### src/rtl/stopwatch_core.sv
// BCD stopwatch core: counts mm:ss.t from an upstream tenth-second tick, driven by
// start/stop and clear buttons through an IDLE/RUN/PAUSE state machine.
// Optional lap-freeze display is built only when STOPWATCH_LAP_EN is defined.
module stopwatch_core #(
  parameter logic [7:0] TICKS_PER_UNIT = 8'd1,
  parameter logic [6:0] MIN_MAX        = 7'd99
) (
  input  logic       clk,
  input  logic       rst,
  input  logic       tick,
  input  logic       btn_ss,
  input  logic       btn_clr,
  input  logic       btn_lap,
  output logic       running,
  output logic       ovf,
  output logic       lap_hold,
  output logic [3:0] d_tenths,
  output logic [3:0] d_sec_o,
  output logic [3:0] d_sec_t,
  output logic [3:0] d_min_o,
  output logic [3:0] d_min_t
);

  localparam logic [3:0] MinMaxT = 4'(MIN_MAX / 7'd10);
  localparam logic [3:0] MinMaxO = 4'(MIN_MAX % 7'd10);
  localparam logic [7:0] PreMax  = TICKS_PER_UNIT - 8'd1;

  typedef enum logic [1:0] {StIdle, StRun, StPause} state_e;

  state_e     state_q, state_d;
  logic [2:0] ss_q, clr_q;
  logic       ss_ev, clr_ev;
  logic       running_q, ovf_q, ovf_d;
  logic [7:0] presc_q, presc_d;
  logic [3:0] tenths_q, sec_o_q, sec_t_q, min_o_q, min_t_q;
  logic [3:0] tenths_d, sec_o_d, sec_t_d, min_o_d, min_t_d;

  // Button synchronizers: [0] and [1] synchronize, [2] delays for edge detection
  always_ff @(posedge clk or negedge rst) begin
    if (!rst) begin
      ss_q  <= 3'b000;
      clr_q <= 3'b000;
    end else begin
      ss_q  <= {ss_q[1:0], btn_ss};
      clr_q <= {clr_q[1:0], btn_clr};
    end
  end

  assign ss_ev  = ss_q[1] & ~ss_q[2];
  assign clr_ev = clr_q[1] & ~clr_q[2];

  // Next state: in RUN start/stop dominates, elsewhere clear wins
  always_comb begin
    state_d = state_q;
    unique case (state_q)
      StIdle: begin
        if (clr_ev)     state_d = StIdle;
        else if (ss_ev) state_d = StRun;
      end
      StRun: begin
        if (ss_ev) state_d = StPause;
      end
      StPause: begin
        if (clr_ev)     state_d = StIdle;
        else if (ss_ev) state_d = StRun;
      end
      default: state_d = StIdle;
    endcase
  end

  // Time next-state: zero in IDLE, advance on prescaled ticks seen while RUN
  always_comb begin
    presc_d  = presc_q;
    ovf_d    = ovf_q;
    tenths_d = tenths_q;
    sec_o_d  = sec_o_q;
    sec_t_d  = sec_t_q;
    min_o_d  = min_o_q;
    min_t_d  = min_t_q;
    if (state_d == StIdle) begin
      presc_d  = 8'd0;
      ovf_d    = 1'b0;
      tenths_d = 4'd0;
      sec_o_d  = 4'd0;
      sec_t_d  = 4'd0;
      min_o_d  = 4'd0;
      min_t_d  = 4'd0;
    end else if (state_q == StRun && tick) begin
      if (presc_q >= PreMax) begin
        presc_d = 8'd0;
        if (tenths_q < 4'd9) begin
          tenths_d = tenths_q + 4'd1;
        end else begin
          tenths_d = 4'd0;
          if (sec_o_q < 4'd9) begin
            sec_o_d = sec_o_q + 4'd1;
          end else begin
            sec_o_d = 4'd0;
            if (sec_t_q < 4'd5) begin
              sec_t_d = sec_t_q + 4'd1;
            end else begin
              sec_t_d = 4'd0;
              if (min_t_q == MinMaxT && min_o_q == MinMaxO) begin
                min_t_d = 4'd0;
                min_o_d = 4'd0;
                ovf_d   = 1'b1;
              end else if (min_o_q < 4'd9) begin
                min_o_d = min_o_q + 4'd1;
              end else begin
                min_o_d = 4'd0;
                min_t_d = (min_t_q < 4'd9) ? min_t_q + 4'd1 : 4'd0;
              end
            end
          end
        end
      end else begin
        presc_d = presc_q + 8'd1;
      end
    end
  end

  // State, time and flag registers
  always_ff @(posedge clk or negedge rst) begin
    if (!rst) begin
      state_q   <= StIdle;
      running_q <= 1'b0;
      ovf_q     <= 1'b0;
      presc_q   <= 8'd0;
      tenths_q  <= 4'd0;
      sec_o_q   <= 4'd0;
      sec_t_q   <= 4'd0;
      min_o_q   <= 4'd0;
      min_t_q   <= 4'd0;
    end else begin
      state_q   <= state_d;
      running_q <= (state_d == StRun);
      ovf_q     <= ovf_d;
      presc_q   <= presc_d;
      tenths_q  <= tenths_d;
      sec_o_q   <= sec_o_d;
      sec_t_q   <= sec_t_d;
      min_o_q   <= min_o_d;
      min_t_q   <= min_t_d;
    end
  end

  assign running = running_q;
  assign ovf     = ovf_q;

`ifdef STOPWATCH_LAP_EN
  logic [2:0]  lap_q;
  logic        lap_ev, lap_hold_q, lap_hold_d;
  logic [19:0] cap_q;

  assign lap_ev = lap_q[1] & ~lap_q[2];

  // Lap toggles only in RUN; IDLE always releases the freeze
  always_comb begin
    lap_hold_d = lap_hold_q;
    if (state_d == StIdle)               lap_hold_d = 1'b0;
    else if (state_q == StRun && lap_ev) lap_hold_d = ~lap_hold_q;
  end

  // Lap synchronizer, hold flag and capture of the live time on rising hold
  always_ff @(posedge clk or negedge rst) begin
    if (!rst) begin
      lap_q      <= 3'b000;
      lap_hold_q <= 1'b0;
      cap_q      <= 20'd0;
    end else begin
      lap_q      <= {lap_q[1:0], btn_lap};
      lap_hold_q <= lap_hold_d;
      if (lap_hold_d && !lap_hold_q) begin
        cap_q <= {min_t_q, min_o_q, sec_t_q, sec_o_q, tenths_q};
      end
    end
  end

  assign lap_hold = lap_hold_q;
  assign {d_min_t, d_min_o, d_sec_t, d_sec_o, d_tenths} = lap_hold_q ? cap_q :
      {min_t_q, min_o_q, sec_t_q, sec_o_q, tenths_q};
`else
  logic unused_btn_lap;
  assign unused_btn_lap = btn_lap;
  assign lap_hold = 1'b0;
  assign {d_min_t, d_min_o, d_sec_t, d_sec_o, d_tenths} =
      {min_t_q, min_o_q, sec_t_q, sec_o_q, tenths_q};
`endif

endmodule
### config.mk
export PLATFORM = sky130hd
export DESIGN_NAME = stopwatch_core
export DESIGN_NICKNAME = d
export VERILOG_FILES = /design/src/rtl/stopwatch_core.sv
export SDC_FILE = /design/constraint.sdc
export NUM_CORES = 1
export LEC_CHECK = 0
export CAP_MARGIN = 20
export CORE_ASPECT_RATIO = 2
export CORE_MARGIN = 4
export CORE_UTILIZATION = 54
export CTS_BUF_LIST = sky130_fd_sc_hd__clkbuf_2 sky130_fd_sc_hd__clkbuf_4 sky130_fd_sc_hd__clkbuf_8
export DETAILED_ROUTE_END_ITERATION = 10
export PLACE_DENSITY = 0.89
export SLEW_MARGIN = 15
export SYNTH_ARGS = -nofsm -noshare
export SYNTH_HDL_FRONTEND = slang
export SYNTH_SLANG_ARGS = --single-unit
### constraint.sdc
create_clock -name clk -period 2.6 [get_ports clk]
set_clock_uncertainty 0.1 [all_clocks]
set_input_delay 0.26 -clock clk [delete_from_list [all_inputs] [get_ports clk]]
set_output_delay 0.26 -clock clk [all_outputs]
set_load 0.005 [all_outputs]
==> metrics.csv <==
metric,value,unit
path_clk_slew,0.06,ns
synth-edff-count,0,
ioPinCount,29,
clk_path_buf_depth,2,
setup_slack,0.3937,ns
wl_per_cell,15.03,um
die_h,84.78,um
arrival,2.31,ns
syn_inst,155,
endpoint_kind,flop,
cts-root-buf,clkbuf_8,
dieArea,3932,um2
placed_area,1877,um2
fin_crit,2.206,ns
cts_resized,0,
portBuffers,26,
hold_class,flop to flop,
hp-start,ss_q[0],
initial_core_util,56.76,%
yosysUniqueCellTypes,42,
use_met1,21.49,%
crit_fanout,11,
wirelength,3.246,mm
final-max-slew-violation-count,0,
critPathRequiredTime,2.70,ns
rows,27,
yosys_warnings,0,
n_fill_cell,213,
route.antenna.remaining_nets,0,
layout_common_cells,"dfrtp_1 (30), clkdlybuf4s50_1 (26), inv_1 (21)",
grtUsageMet3,6.223,%
busiest_layer,met2,
yosysSeqAreaShare,47.17,%
timing.fmax,0.4533,GHz
whs_path_depth,0,
area_growth,23.19,%
met2_usage,31.03,%
core,2804,um2
antenna_found_initial,0,
hold_viol_final,0,
grt_max_degree,31,
drtIter0Drc,38,
seq_area,750.7,um2
ir_drop,563.3,uV
leakage,0.8397,nW
synth_fp_nets,173,
power_density,761.6,nW/um2
mappedNetlistArea,1592,um2
multiInputGateArea,743.2,um2
worst_pin_slew,0.5212,ns
path_class,flop to flop,
postSynthAreaPerCell,10.27,um2
grt_use_total,19.48,%
vias_per_cell,5.926,
vias,1280,
async_reset_ff_share,100.0,%
r2r-start,state_q[1],
status,"complete, no violations",
synth_ff_type,dfrtp_1,
nNetsFinal,205,
ys_ff_latch,30,
setup_viol,0,
grt_pass1_vias,1321,
cts_tree,done,
fin_setup_tns,0,ns
first_pass_iters,4,
relSlewSlack,65.25,%
final_area,1961,um2
drive_gt1_share,11.23,%
cts_hold_buf,0,
maxCapViolCount,0,
cts_buffers,5,
drc_errors,0,
clkLatencyLatePin,0.28,ns
rr_worst_depth,5,
rsz0062_at_grt,false,
antennaDiodeCount,0,
post_cts_buffers,0,
p_total,1.493,mW
final_common_cell,dfrtp_1,
grt_pass1_wl,5.678,mm
fin_crit_sh,84.86,%
pre_cts_ws,0.4165,ns
place_congestion,0.8195,
htree_levels,2,
start_kind,flop,
fp.dieW,46.39,um
hpwlAfterDp,2.465,mm
startpoint,state_q[1],
cts_num_sinks,30,
grt_overflow,0,
==> layer usage <==
metal | vias to the layer above | wire length (um)
met5 | - | 0
met4 | 0 | 127
met3 | 18 | 214
met2 | 55 | 1773
met1 | 602 | 1130
li1 | 605 | -
==> cells in the mapped netlist (2+ instances only) <==
| library cell | number | share of area [%] |
|---|---|---|
| inv_1 | 21 | 5.0 |
| nor2b_1 | 3 | 1.2 |
| nor3_1 | 2 | 0.63 |
| o21ai_2 | 2 | 1.1 |
| o21ai_0 | 11 | 3.5 |
| dfrtp_1 | 30 | 47 |
| nor2_1 | 9 | 2.1 |
| or3_1 | 3 | 1.2 |
| nand2_1 | 9 | 2.1 |
| nand4_1 | 3 | 1.2 |
| a211o_1 | 2 | 1.1 |
| nand2b_1 | 2 | 0.79 |
| a22oi_1 | 2 | 0.94 |
| nand3_1 | 4 | 1.3 |
| ha_1 | 12 | 9.4 |
| a21oi_1 | 11 | 3.5 |
| o22ai_1 | 4 | 1.6 |
==> registers in the layout, summed over array words and instances, names as in the netlist <==
signal and count:
running 1, clr_q 3, d_tenths 4, d_min_t 4
ss_q 3, d_sec_o 4, d_min_o 4, d_sec_t 4
state_q 2, ovf 1
==> cell families after synthesis <==
logic type               share of synthesized area, %
AO/OA/AOI/OAI                                   20.13
adder cells (fa/ha/maj)                         9.434
AND/OR/NAND/NOR                                 16.27
buffers and inverters                           6.132
other                                          0.2356
multiplexers                                   0.6290
flip-flops                                      47.17
==> per-stage QoR <==
stage	util (%)	instances	hold slack, ns
final	69.92	216	0.2467
after global routing	69.92	216	0.2566
after CTS	69.92	216	0.2489
after detailed placement	66.93	209	0.2347
after global placement	66.93	209	0.2350
after floorplan	-	155	-0.1356
==> worst paths after layout <==
check                             endpoint  slack, ns
worst max-delay path            d_sec_t[1]       0.39
worst min-delay path               ss_q[1]       0.25
worst max register to register  d_sec_t[1]       0.39
worst min register to register     ss_q[1]       0.25
max in group asynchronous       d_sec_t[0]       1.87
min in group asynchronous       d_min_t[0]       0.26
==> layout make-up <==
class                      instances  area share (%)
timing repair buffer              27           13.66
inverter                          21           4.020
tap                               29           1.851
sequential                        30           38.29
multi-input combinational        102           37.91
clock buffer                       7           4.276
==> power by group <==
group	total [mW]	internal, mW	switching [mW]
sequential	0.608	0.533	0.0751
combinational	0.519	0.246	0.273
clock	0.367	0.205	0.162
==> worst max-delay path: stages, from the launching register on <==
cell	delay, ns
dfrtp_1	0.39
and2b_1	0.47
and4_2	0.32
a22oi_1	0.15
or4_4	0.56
o22ai_2	0.13
No activity file was read; power rests on OpenSTA's default activity.
